`src/rtl/cra_diag_seq_if.sv`:
```
// cra_diag_seq_if: console command/response handshake plus CTL DIAG strobes and EBUS data
//   master: console side (drives commands, consumes responses, returns EBUS read data)
//   slave:  cra_diag_seq (accepts commands, drives strobes/diag/EBUS, returns responses)
interface cra_diag_seq_if;
  logic        cmdValid;
  logic        cmdReady;
  logic [1:0]  cmdOp;
  logic [0:10] cmdAdr;
  logic        rspValid;
  logic        rspReady;
  logic [0:10] rspData;
  logic        rspAux;
  logic        diagLoadFunc05x;
  logic        diagReadFunc14x;
  logic [4:6]  diag;
  logic        ebusDriving;
  logic [0:5]  ebusOut;
  logic [0:5]  ebusIn;
  modport master (
    output cmdValid, cmdOp, cmdAdr, rspReady, ebusIn,
    input  cmdReady, rspValid, rspData, rspAux, diagLoadFunc05x, diagReadFunc14x, diag, ebusDriving, ebusOut
  );
  modport slave (
    input  cmdValid, cmdOp, cmdAdr, rspReady, ebusIn,
    output cmdReady, rspValid, rspData, rspAux, diagLoadFunc05x, diagReadFunc14x, diag, ebusDriving, ebusOut
  );
endinterface

```
`src/rtl/cra_diag_seq.sv`:
```
// cra_diag_seq: CRA diag initiator sequencing DIAG LOAD 05x / READ 14x phases
//   clk, RESET: clock and synchronous active-high reset
//   bus (slave): command in, response out, CTL DIAG strobes/diag[4:6], EBUS data out/in
module cra_diag_seq #(
  parameter int STROBE_CYCLES = 2
) (
  input logic          clk,
  input logic          RESET,
  cra_diag_seq_if.slave bus
);
  localparam logic [2:0] S_IDLE = 3'd0;
  localparam logic [2:0] S_PH1  = 3'd1;
  localparam logic [2:0] S_GAP  = 3'd2;
  localparam logic [2:0] S_PH2  = 3'd3;
  localparam logic [2:0] S_RSP  = 3'd4;
  localparam logic [3:0] LP_N   = (STROBE_CYCLES < 1) ? 4'd1 : 4'(STROBE_CYCLES);
  logic [2:0]  r_state;
  logic [3:0]  r_cnt;
  logic [1:0]  r_op;
  logic [0:10] r_adr;
  logic [4:6]  r_diag;
  logic [0:5]  r_ebus;
  logic        r_ld;
  logic        r_rd;
  logic        r_drv;
  logic        r_rsp_v;
  logic [0:10] r_rsp_d;
  logic        r_rsp_aux;
  logic        w_accept;
  logic        w_last;
  logic        w_load;
  logic        w_cmd_load;
  function automatic logic [4:6] f_diag(input logic [1:0] op, input logic ph2);
    f_diag = op == 2'b01 ? {2'b10, ph2} :
             op == 2'b10 ? {2'b01, ph2} :
             op == 2'b00 ? (ph2 ? 3'b001 : 3'b010) : 3'b000;
  endfunction
  assign w_accept   = bus.cmdValid && r_state == S_IDLE;
  assign w_last     = r_cnt == 4'd0;
  assign w_load     = r_op == 2'b00;
  assign w_cmd_load = bus.cmdOp == 2'b00;
  assign bus.cmdReady        = r_state == S_IDLE;
  assign bus.rspValid        = r_rsp_v;
  assign bus.rspData         = r_rsp_d;
  assign bus.rspAux          = r_rsp_aux;
  assign bus.diagLoadFunc05x = r_ld;
  assign bus.diagReadFunc14x = r_rd;
  assign bus.diag            = r_diag;
  assign bus.ebusDriving     = r_drv;
  assign bus.ebusOut         = r_ebus;
  always_ff @(posedge clk) begin
    if (RESET) begin
      r_state   <= S_IDLE;
      r_cnt     <= 4'd0;
      r_op      <= 2'b00;
      r_adr     <= '0;
      r_diag    <= '0;
      r_ebus    <= '0;
      r_ld      <= 1'b0;
      r_rd      <= 1'b0;
      r_drv     <= 1'b0;
      r_rsp_v   <= 1'b0;
      r_rsp_d   <= '0;
      r_rsp_aux <= 1'b0;
    end else begin
      case (r_state)
        S_IDLE: if (w_accept) begin
          r_op    <= bus.cmdOp;
          r_adr   <= bus.cmdAdr;
          r_state <= S_PH1;
          r_cnt   <= LP_N - 4'd1;
          r_diag  <= f_diag(bus.cmdOp, 1'b0);
          r_ld    <= w_cmd_load;
          r_rd    <= !w_cmd_load;
          r_drv   <= w_cmd_load;
          r_ebus  <= w_cmd_load ? {1'b0, bus.cmdAdr[0:4]} : 6'd0;
        end
        S_PH1: if (w_last) begin
          // RDSP is single-phase and skips the gap straight into the response
          r_state   <= r_op == 2'b11 ? S_RSP : S_GAP;
          r_rsp_v   <= r_op == 2'b11;
          r_diag    <= '0;
          r_ebus    <= '0;
          r_ld      <= 1'b0;
          r_rd      <= 1'b0;
          r_drv     <= 1'b0;
          r_rsp_d   <= w_load ? r_rsp_d : {5'b0, bus.ebusIn};
          r_rsp_aux <= 1'b0;
        end else begin
          r_cnt <= r_cnt - 4'd1;
        end
        S_GAP: begin
          r_state <= S_PH2;
          r_cnt   <= LP_N - 4'd1;
          r_diag  <= f_diag(r_op, 1'b1);
          r_ld    <= w_load;
          r_rd    <= !w_load;
          r_drv   <= w_load;
          r_ebus  <= w_load ? r_adr[5:10] : 6'd0;
        end
        S_PH2: if (w_last) begin
          r_state   <= S_RSP;
          r_rsp_v   <= 1'b1;
          r_diag    <= '0;
          r_ebus    <= '0;
          r_ld      <= 1'b0;
          r_rd      <= 1'b0;
          r_drv     <= 1'b0;
          // PH1 sample already sits in the low six bits
          r_rsp_d   <= w_load ? r_adr : {bus.ebusIn[1:5], r_rsp_d[5:10]};
          r_rsp_aux <= w_load ? 1'b0 : bus.ebusIn[0];
        end else begin
          r_cnt <= r_cnt - 4'd1;
        end
        S_RSP: if (bus.rspReady) begin
          r_rsp_v <= 1'b0;
          r_state <= S_IDLE;
        end
        default: r_state <= S_IDLE;
      endcase
    end
  end
endmodule
```
`src/flat_wrapper.sv`:
```
// flat-port wrapper written by rule: the top's interface ports become plain ports
module cra_diag_seq_flat 
#(
  parameter int STROBE_CYCLES = 2
)
  (clk, RESET, bus_cmdValid, bus_cmdOp, bus_cmdAdr, bus_rspReady, bus_ebusIn, bus_cmdReady, bus_rspValid, bus_rspData, bus_rspAux, bus_diagLoadFunc05x, bus_diagReadFunc14x, bus_diag, bus_ebusDriving, bus_ebusOut);
  cra_diag_seq_if bus_i ();
  input logic clk;
  input logic RESET;
  input wire logic [$bits(bus_i.cmdValid)-1:0] bus_cmdValid;
  input wire logic [$bits(bus_i.cmdOp)-1:0] bus_cmdOp;
  input wire logic [$bits(bus_i.cmdAdr)-1:0] bus_cmdAdr;
  input wire logic [$bits(bus_i.rspReady)-1:0] bus_rspReady;
  input wire logic [$bits(bus_i.ebusIn)-1:0] bus_ebusIn;
  output wire logic [$bits(bus_i.cmdReady)-1:0] bus_cmdReady;
  output wire logic [$bits(bus_i.rspValid)-1:0] bus_rspValid;
  output wire logic [$bits(bus_i.rspData)-1:0] bus_rspData;
  output wire logic [$bits(bus_i.rspAux)-1:0] bus_rspAux;
  output wire logic [$bits(bus_i.diagLoadFunc05x)-1:0] bus_diagLoadFunc05x;
  output wire logic [$bits(bus_i.diagReadFunc14x)-1:0] bus_diagReadFunc14x;
  output wire logic [$bits(bus_i.diag)-1:0] bus_diag;
  output wire logic [$bits(bus_i.ebusDriving)-1:0] bus_ebusDriving;
  output wire logic [$bits(bus_i.ebusOut)-1:0] bus_ebusOut;
  assign bus_i.cmdValid = bus_cmdValid;
  assign bus_i.cmdOp = bus_cmdOp;
  assign bus_i.cmdAdr = bus_cmdAdr;
  assign bus_i.rspReady = bus_rspReady;
  assign bus_i.ebusIn = bus_ebusIn;
  assign bus_cmdReady = bus_i.cmdReady;
  assign bus_rspValid = bus_i.rspValid;
  assign bus_rspData = bus_i.rspData;
  assign bus_rspAux = bus_i.rspAux;
  assign bus_diagLoadFunc05x = bus_i.diagLoadFunc05x;
  assign bus_diagReadFunc14x = bus_i.diagReadFunc14x;
  assign bus_diag = bus_i.diag;
  assign bus_ebusDriving = bus_i.ebusDriving;
  assign bus_ebusOut = bus_i.ebusOut;
  cra_diag_seq #(.STROBE_CYCLES(STROBE_CYCLES)) u_core (.clk(clk), .RESET(RESET), .bus(bus_i));
endmodule
```
`config.mk`:
```
export PLATFORM = sky130hd
export DESIGN_NAME = cra_diag_seq_flat
export DESIGN_NICKNAME = d
export VERILOG_FILES = /design/src/rtl/cra_diag_seq_if.sv /design/src/rtl/cra_diag_seq.sv /design/src/flat_wrapper.sv
export SDC_FILE = /design/constraint.sdc
export NUM_CORES = 1
export LEC_CHECK = 0
export BUFFER_PORTS_ARGS = -buffer_cell sky130_fd_sc_hd__buf_4
export CORE_MARGIN = 2
export CORE_UTILIZATION = 44
export DETAILED_ROUTE_END_ITERATION = 8
export GPL_TIMING_DRIVEN = 1
export PLACE_DENSITY = 0.68
export SLEW_MARGIN = 40
export SYNTH_ARGS = -nofsm -noshare
export SYNTH_HDL_FRONTEND = slang
export SYNTH_SLANG_ARGS = --single-unit
```
`constraint.sdc`:
```
create_clock -name clk -period 2.2 [get_ports clk]
set_clock_uncertainty 0.2 [all_clocks]
set_input_delay 0.22 -clock clk [delete_from_list [all_inputs] [get_ports clk]]
set_output_delay 0.22 -clock clk [all_outputs]
set_load 0.05 [all_outputs]
```
==> results of run 1 <==
## cells in the mapped netlist (2+ instances only)
cell type / n
sky130_fd_sc_hd__a31oi_1: 3
sky130_fd_sc_hd__nand3b_1: 7
sky130_fd_sc_hd__nand2_1: 34
sky130_fd_sc_hd__buf_6: 2
sky130_fd_sc_hd__a221oi_1: 10
sky130_fd_sc_hd__nand2b_1: 2
sky130_fd_sc_hd__nor3b_1: 2
sky130_fd_sc_hd__clkbuf_1: 8
sky130_fd_sc_hd__o31ai_1: 5
sky130_fd_sc_hd__nand3_1: 6
sky130_fd_sc_hd__ha_1: 2
sky130_fd_sc_hd__a211o_1: 2
sky130_fd_sc_hd__buf_4: 5
sky130_fd_sc_hd__mux2_2: 5
sky130_fd_sc_hd__inv_1: 8
sky130_fd_sc_hd__or3b_1: 2
sky130_fd_sc_hd__a21oi_1: 27
sky130_fd_sc_hd__nor2_1: 24
sky130_fd_sc_hd__nor2b_1: 3
sky130_fd_sc_hd__o21ai_0: 6
sky130_fd_sc_hd__buf_2: 3
sky130_fd_sc_hd__nand4_1: 2
sky130_fd_sc_hd__nor3_1: 19
sky130_fd_sc_hd__dfxtp_1: 44
## sequential cells by signal (all words and copies together) (netlist names)
name and cells:
u_core.bus.diagLoadFunc05x 1, u_core.bus.rspAux 1, u_core.r_adr 11, u_core.r_state 3, u_core.bus.diag 3, u_core.bus.ebusOut 6, u_core.bus.diagReadFunc14x 1, u_core.bus.rspValid 1
u_core.r_cnt 4, u_core.bus.rspData 11, u_core.r_op 2
## power breakdown
part / switching [uW] / internal [uW] / total (uW)
Combinational: 624 / 374 / 998
Clock: 263 / 216 / 479
Sequential: 82.2 / 894 / 976
## metal layers
metal | vias up | GRT usage [%] | share of wire [%]
met4 | 0 | 5.870 | 0.88
li1 | 991 | - | -
met2 | 59 | 38.17 | 50
met5 | - | 0 | 0
met3 | 5 | 5.485 | 5.8
met1 | 972 | 30.11 | 43
## cells by family (layout without fill, tap and decap cells)
family / count (synthesis) / after routing / synth area share (%)
flip-flops: 44 / 44 / 43.73
AND/OR/NAND/NOR: 108 / 108 / 26.03
AO/OA/AOI/OAI: 60 / 60 / 19.26
buffers and inverters: 27 / 89 / 6.956
adder cells (fa/ha/maj): 2 / 2 / 1.242
multiplexers: 5 / 5 / 2.795
## worst min-delay path: cells and delay by family
family	cells	cell delay [ps]
compound gates	1	60
simple gates	1	60
buf+inv	1	110
## final timing paths
kind / endpoint / cells after the start / from
worst max-delay path: u_core.bus.ebusOut[3] / 6 / u_core.r_cnt[0]
worst min-delay path: u_core.bus.rspAux / 3 / bus_ebusIn[5]
worst max register to register: u_core.bus.ebusOut[3] / 6 / u_core.r_cnt[0]
worst min register to register: u_core.bus.rspData[1] / 2 / u_core.bus.rspData[1]
## layout make-up
class                   instances  area (sq um)
multi-input cells             175          1002
well taps                      52         65.06
fillers                       392          1734
inverters                       8         30.03
clock buffers                   6         72.57
clock inverters                 1         5.005
flip-flops and latches         44         880.8
repair buffers                 74         594.3
## stage by stage
stage          TNS (ps)  hold slack [ps]  worst slack, ps  std cells  power, uW
2_1_floorplan         0            156.0            126.2        246       1684
3_3_place_gp          0            241.5            175.9        339       1941
3_5_place_dp          0            246.2            87.10        339       1963
4_1_cts               0            1.108            78.90        360       2458
5_1_grt          -16.73            5.160           -9.123        360       2602
6_report              0           0.7446            129.4        360       2453
## what timing repair did
action                                 in CTS  in global routing
endpoints found under the hold margin      14                  0
setup endpoints to repair                   0                  5
gates resized for setup                     0                  3
hold buffers                               14                  0
setup buffers                               0                  0
==> impl_metrics.xml, run 1 <==
<?xml version="1.0" encoding="UTF-8"?>
<metrics>
  <group name="worst_setup_path">
    <metric name="cp-end-kind" unit="">register</metric>
    <metric name="critPathTopFamily" unit="">compound AO/OA/AOI/OAI gates</metric>
    <metric name="crit_path_top_delay_cell" unit="">sky130_fd_sc_hd__a211o_2</metric>
    <metric name="cp.arrival" unit="ps">2040</metric>
    <metric name="startpoint_class" unit="">register</metric>
    <metric name="critPathMaxStageDelay" unit="ps">450</metric>
    <metric name="worst-setup-path-type" unit="">register to register</metric>
    <metric name="cp_max_fo" unit="">11</metric>
    <metric name="critPathBufInv" unit="">1</metric>
    <metric name="reg2reg_setup_slack" unit="ps">130</metric>
    <metric name="timing.critical_path.cells" unit="">inv_1 -&gt; ha_1 -&gt; or3b_1 -&gt; a211o_2 -&gt; a221oi_1 -&gt; nor3_1</metric>
    <metric name="worst-endpoint-required" unit="ps">2170</metric>
  </group>
  <group name="clock_tree">
    <metric name="cts_inserted_buffers" unit="">5</metric>
    <metric name="clock_tree.buffer_depth" unit="">2</metric>
    <metric name="clock_tree.root_cell" unit="">sky130_fd_sc_hd__clkbuf_8</metric>
    <metric name="insertion_delay" unit="ps">290</metric>
    <metric name="ctsHtreeMaxLevel" unit="">2</metric>
    <metric name="cts_sinks" unit="">44</metric>
    <metric name="cts_tree" unit="">built</metric>
    <metric name="clk_transition_reported_paths" unit="ps">80</metric>
  </group>
  <group name="status">
    <metric name="run_status" unit="">complete, no violations</metric>
  </group>
  <group name="placed_design">
    <metric name="placedInstanceArea" unit="sq um">2425</metric>
    <metric name="globalplace.congestion" unit="">0.8391</metric>
    <metric name="dpl.hpwl" unit="um">3879</metric>
    <metric name="buffer_ports.inserted" unit="">48</metric>
  </group>
  <group name="final_layout">
    <metric name="fin_util" unit="%">60.45</metric>
    <metric name="final_common_cell" unit="">sky130_fd_sc_hd__buf_4</metric>
    <metric name="leading_cell_types_in_the_layout_fill_and_taps_excluded" unit="">59 x sky130_fd_sc_hd__buf_4, 44 x sky130_fd_sc_hd__dfxtp_1, 34 x sky130_fd_sc_hd__nand2_1</metric>
    <metric name="final_net_count" unit="">333</metric>
    <metric name="n_antenna_cell" unit="">0</metric>
    <metric name="drive_gt1_share" unit="%">25.32</metric>
    <metric name="final_standard_cell_area_without_fillers" unit="sq um">2650</metric>
    <metric name="flow.area_growth_from_synthesis" unit="%">31.55</metric>
  </group>
  <group name="route">
    <metric name="avgViaCountPerCell" unit="">5.631</metric>
    <metric name="total_iterations_of_the_first_detailed_routing_run" unit="">4</metric>
    <metric name="drt-wirelength-per-cell" unit="um">15.11</metric>
    <metric name="vias" unit="">2027</metric>
    <metric name="drc" unit="">0</metric>
    <metric name="drt_iter0_drc" unit="">129</metric>
    <metric name="postRouteWirelength" unit="um">5439</metric>
    <metric name="detail-route-antenna-nets" unit="">0</metric>
  </group>
  <group name="synth">
    <metric name="yosysWarnings" unit="">0</metric>
    <metric name="yosys.area.top_type" unit="">sky130_fd_sc_hd__dfxtp_1</metric>
    <metric name="seq_area_frac_synth" unit="%">43.73</metric>
    <metric name="yosys_most_used_dff" unit="">sky130_fd_sc_hd__dfxtp_1</metric>
    <metric name="post_synth_inst_count" unit="">246</metric>
    <metric name="avgSynthCellArea" unit="sq um">8.189</metric>
    <metric name="yosysUniqueCellTypes" unit="">39</metric>
    <metric name="number_of_enable_type_register_cells_in_the_synthesized_netlist" unit="">0</metric>
    <metric name="synth-async-reset-ratio" unit="%">0</metric>
    <metric name="synthTopCellsByArea" unit="">sky130_fd_sc_hd__dfxtp_1 44%, sky130_fd_sc_hd__a21oi_1 6.7%, sky130_fd_sc_hd__nand2_1 6.3%, sky130_fd_sc_hd__nor3_1 4.7%, sky130_fd_sc_hd__nor2_1 4.5%</metric>
    <metric name="number_of_flip_flops_and_latches_in_the_synthesized_netlist" unit="">44</metric>
    <metric name="syn-num-nets" unit="">271</metric>
    <metric name="mappedNetlistArea" unit="sq um">2014</metric>
    <metric name="netlist.area_leader.share" unit="%">43.73</metric>
  </group>
  <group name="run">
    <metric name="max_cap_violations" unit="">0</metric>
  </group>
  <group name="timing">
    <metric name="hold_violations" unit="">0</metric>
    <metric name="finalSetupViolations" unit="">0</metric>
    <metric name="slew_viol_final" unit="">0</metric>
    <metric name="worst_pin_slew" unit="ps">560.6</metric>
    <metric name="unrepaired_setup_endpoints_after_global_routing" unit="">yes</metric>
    <metric name="relSlewSlack" unit="%">62.63</metric>
    <metric name="post-route-min-period" unit="ps">2071</metric>
    <metric name="timing.final.crit_share" unit="%">94.12</metric>
    <metric name="clock.fmax" unit="GHz">0.4829</metric>
  </group>
  <group name="die">
    <metric name="initial_utilization" unit="%">45.95</metric>
    <metric name="floorplan.core_area" unit="sq um">4384</metric>
    <metric name="die_area" unit="sq um">5135</metric>
    <metric name="ioPinCount" unit="">49</metric>
    <metric name="num_rows" unit="">24</metric>
    <metric name="die_y" unit="um">71.66</metric>
    <metric name="die_w" unit="um">71.66</metric>
  </group>
  <group name="power_and_ir_drop">
    <metric name="powerDensity" unit="nW/um^2">925.7</metric>
    <metric name="total_leakage_power" unit="uW">0.001088</metric>
    <metric name="ir_worst_vdd" unit="mV">0.4532</metric>
  </group>
  <group name="global_routing">
    <metric name="globalRoute.totalOverflow" unit="">0</metric>
    <metric name="grt_first_pass_wirelength" unit="um">9342</metric>
    <metric name="first_global_vias" unit="">1910</metric>
    <metric name="antenna_found_initial" unit="">0</metric>
    <metric name="global_route.usage.total" unit="%">22.98</metric>
    <metric name="pin_count_of_the_biggest_net_entering_global_routing" unit="">45</metric>
  </group>
  <group name="hold_path">
    <metric name="worst_hold_path_type" unit="">primary input to register</metric>
  </group>
</metrics>
(Power assumes the default switching activity.)
==> inputs of run 2 (changes only) <==
CELL_PAD_IN_SITES_DETAIL_PLACEMENT = 1   (was default)
CELL_PAD_IN_SITES_GLOBAL_PLACEMENT = 2   (was default)
CORE_UTILIZATION = 30   (was 44)
PLACE_DENSITY = default   (was 0.68)
PLACE_DENSITY_LB_ADDON = 0.1   (was default)
==> run 2 against run 1 <==
Net effect:
- sequential cell count unchanged
- combinational power is 0.4% lower
- final cell count rose by 7.2%
- critical path depth did not move
- worst setup slack got worse by 2.7 ps
- core utilization is 18 points lower
- worst hold slack improved by 6.0 ps
- sequential power grew 0.6%
- via count fell by 3.0%
- final area is 2.2% higher
- clock-buffer cell count is 1 lower
- largest cell class unchanged
- largest power group unchanged
==> impl_metrics.xml, run 2 (synthesis gave the netlist of run 1 again) <==
<?xml version="1.0" encoding="UTF-8"?>
<metrics>
  <group name="clock_tree">
    <metric name="clock_tree.buffer_depth" unit="">2</metric>
    <metric name="clock_tree.root_cell" unit="">sky130_fd_sc_hd__clkbuf_8</metric>
    <metric name="ctsHtreeMaxLevel" unit="">2</metric>
    <metric name="cts_inserted_buffers" unit="">5</metric>
    <metric name="insertion_delay" unit="ps">300</metric>
    <metric name="postCtsSetupBuffers" unit="">0</metric>
    <metric name="clk_transition_reported_paths" unit="ps">90</metric>
    <metric name="cts_sinks" unit="">44</metric>
    <metric name="cts_tree" unit="">built</metric>
  </group>
  <group name="final_layout">
    <metric name="fin_util" unit="%">42.18</metric>
    <metric name="drive_gt1_share" unit="%">25.57</metric>
    <metric name="leading_cell_types_in_the_layout_fill_and_taps_excluded" unit="">60 x sky130_fd_sc_hd__buf_4, 44 x sky130_fd_sc_hd__dfxtp_1, 34 x sky130_fd_sc_hd__nand2_1</metric>
    <metric name="n_antenna_cell" unit="">0</metric>
    <metric name="finalNonFillerCells" unit="">386</metric>
    <metric name="final_net_count" unit="">333</metric>
    <metric name="final_standard_cell_area_without_fillers" unit="sq um">2709</metric>
    <metric name="final_common_cell" unit="">sky130_fd_sc_hd__buf_4</metric>
    <metric name="flow.area_growth_from_synthesis" unit="%">34.47</metric>
    <metric name="fillCellCount" unit="">800</metric>
  </group>
  <group name="route">
    <metric name="drt_iter0_drc" unit="">77</metric>
    <metric name="detailed_route_wire_length_on_metal_1" unit="um">2794</metric>
    <metric name="postRouteWirelength" unit="um">5999</metric>
    <metric name="detail-route-antenna-nets" unit="">0</metric>
    <metric name="total_iterations_of_the_first_detailed_routing_run" unit="">4</metric>
    <metric name="drc" unit="">0</metric>
    <metric name="metal2_wl" unit="um">2933</metric>
    <metric name="met3_wirelength" unit="um">216</metric>
    <metric name="drt-wirelength-per-cell" unit="um">15.54</metric>
    <metric name="highest_layer" unit="">met4</metric>
    <metric name="vias" unit="">1967</metric>
    <metric name="avgViaCountPerCell" unit="">5.096</metric>
  </group>
  <group name="global_routing">
    <metric name="globalRoute.totalOverflow" unit="">0</metric>
    <metric name="antenna_found_initial" unit="">0</metric>
    <metric name="pin_count_of_the_biggest_net_entering_global_routing" unit="">45</metric>
    <metric name="global_route.usage.total" unit="%">16.62</metric>
    <metric name="grt_first_pass_wirelength" unit="um">9639</metric>
    <metric name="first_global_vias" unit="">1956</metric>
  </group>
  <group name="placed_design">
    <metric name="globalplace.congestion" unit="">0.7157</metric>
    <metric name="placedInstanceArea" unit="sq um">2456</metric>
    <metric name="dpl.hpwl" unit="um">4288</metric>
    <metric name="numPlacedInstances" unit="">364</metric>
    <metric name="buffer_ports.inserted" unit="">48</metric>
  </group>
  <group name="hold_path">
    <metric name="worst_hold_path_type" unit="">primary input to register</metric>
    <metric name="whs_path_depth" unit="">3</metric>
  </group>
  <group name="timing">
    <metric name="slew_viol_final" unit="">0</metric>
    <metric name="relSlewSlack" unit="%">55.30</metric>
    <metric name="unrepaired_setup_endpoints_after_global_routing" unit="">no</metric>
    <metric name="timing.setup.tns" unit="ps">0</metric>
    <metric name="hold_violations" unit="">0</metric>
    <metric name="timing.final.crit_share" unit="%">94.24</metric>
    <metric name="post-route-min-period" unit="ps">2073</metric>
    <metric name="worst_hold_slack" unit="ps">6.793</metric>
    <metric name="finalSetupViolations" unit="">0</metric>
    <metric name="worst_pin_slew" unit="ps">665.3</metric>
    <metric name="clock.fmax" unit="GHz">0.4823</metric>
  </group>
  <group name="worst_setup_path">
    <metric name="critPathBufInv" unit="">1</metric>
    <metric name="worst-endpoint-required" unit="ps">2170</metric>
    <metric name="startpoint_class" unit="">register</metric>
    <metric name="worst-setup-path-type" unit="">register to register</metric>
    <metric name="critical_path_cell_count" unit="">6</metric>
    <metric name="cp-end-kind" unit="">register</metric>
    <metric name="timing.critical_path.cells" unit="">inv_1 -&gt; ha_1 -&gt; or3b_1 -&gt; a211o_2 -&gt; a221oi_1 -&gt; nor3_1</metric>
    <metric name="reg2reg_depth" unit="">6</metric>
    <metric name="cp_max_fo" unit="">11</metric>
    <metric name="cp.arrival" unit="ps">2050</metric>
    <metric name="crit_path_top_delay_cell" unit="">sky130_fd_sc_hd__a211o_2</metric>
    <metric name="critPathTopFamily" unit="">compound AO/OA/AOI/OAI gates</metric>
    <metric name="critPathMaxStageDelay" unit="ps">450</metric>
  </group>
  <group name="power_and_ir_drop">
    <metric name="ir_worst_vdd" unit="mV">0.3525</metric>
    <metric name="power_frac_seq" unit="%">37.6</metric>
    <metric name="share_clk_of_total_power" unit="%">24.4</metric>
    <metric name="powerDensity" unit="nW/um^2">964.5</metric>
    <metric name="internal" unit="uW">1605</metric>
    <metric name="power.share.switching" unit="%">38.57</metric>
    <metric name="power.combinational.fraction" unit="%">38.1</metric>
    <metric name="power_switching" unit="uW">1008</metric>
    <metric name="total_leakage_power" unit="uW">0.001100</metric>
  </group>
  <group name="die">
    <metric name="die_y" unit="um">85.95</metric>
    <metric name="floorplan.core_area" unit="sq um">6422</metric>
    <metric name="ioPinCount" unit="">49</metric>
    <metric name="die_area" unit="sq um">7387</metric>
    <metric name="num_rows" unit="">29</metric>
    <metric name="initial_utilization" unit="%">31.37</metric>
    <metric name="die_w" unit="um">85.95</metric>
  </group>
  <group name="status">
    <metric name="run_status" unit="">complete, no violations</metric>
  </group>
  <group name="run">
    <metric name="max_cap_violations" unit="">0</metric>
  </group>
</metrics>
==> run 2: changes by cell type in the layout (fill, tap and decap cells not counted) <==
| cell | previous run | this run |
|---|---|---|
| sky130_fd_sc_hd__buf_4 | 59 | 60 |
| sky130_fd_sc_hd__clkbuf_1 | 1 | 0 |
| sky130_fd_sc_hd__clkinvlp_4 | 0 | 1 |
| sky130_fd_sc_hd__nor2_2 | 1 | 0 |
| sky130_fd_sc_hd__nor2_1 | 23 | 24 |
| sky130_fd_sc_hd__buf_6 | 1 | 0 |
| sky130_fd_sc_hd__bufinv_16 | 0 | 1 |
==> run 2: final cells by class <==
type	instances	area (sq um)	share of cell area, %
inverter	8	30.03	1.109
tap	77	96.34	3.557
clock inverter	3	42.54	1.570
timing repair buffer	74	590.6	21.80
multi-input combinational	175	999.7	36.91
clock buffer	5	68.82	2.540
sequential	44	880.8	32.52
==> run 2: stage by stage <==
step                power, uW  setup slack, ps
floorplan                1684            126.2
global placement         1972            150.8
detailed placement       1981            102.6
CTS                      2643            91.71
global route             2775            8.883
finish                   2613            126.7
==> run 2: worst paths after layout <==
check,startpoint,to,slack (ps)
worst min register to register,u_core.bus.rspData[3],u_core.bus.rspData[3],260
worst min-delay path,bus_ebusIn[5],u_core.bus.rspAux,7
worst max-delay path,u_core.r_cnt[0],u_core.bus.ebusOut[5],130
worst max register to register,u_core.r_cnt[0],u_core.bus.ebusOut[5],130
==> run 2: power groups by stage <==
stage	registers [uW]	clock network (uW)	logic [uW]
after CTS	984	656	1000
after detailed placement	1000	0	980
after global placement	1000	0	970
after floorplan	1140	0	542
final	982	637	994
after global routing	999	686	1090
==> run 2: repair_timing <==
action                                 4_1_cts  5_1_grt
resized for setup                            0        1
hold buffers                                14        0
setup endpoints to repair                    0        3
endpoints found under the hold margin       14        0
==> run 2: tightest hold or removal path, delay by kind of cell <==
kind | cells | cell delay (ps)
and+or+nand+nor | 1 | 60
AOI/OAI and AO/OA | 1 | 60
buffers and inverters | 1 | 120
==> run 2: metal layers <==
metal  track usage (%)  vias up
li1                  -      988
met1             21.06      940
met2             28.33       34
met3             3.561        5
met4             4.762        0
met5                 0        -
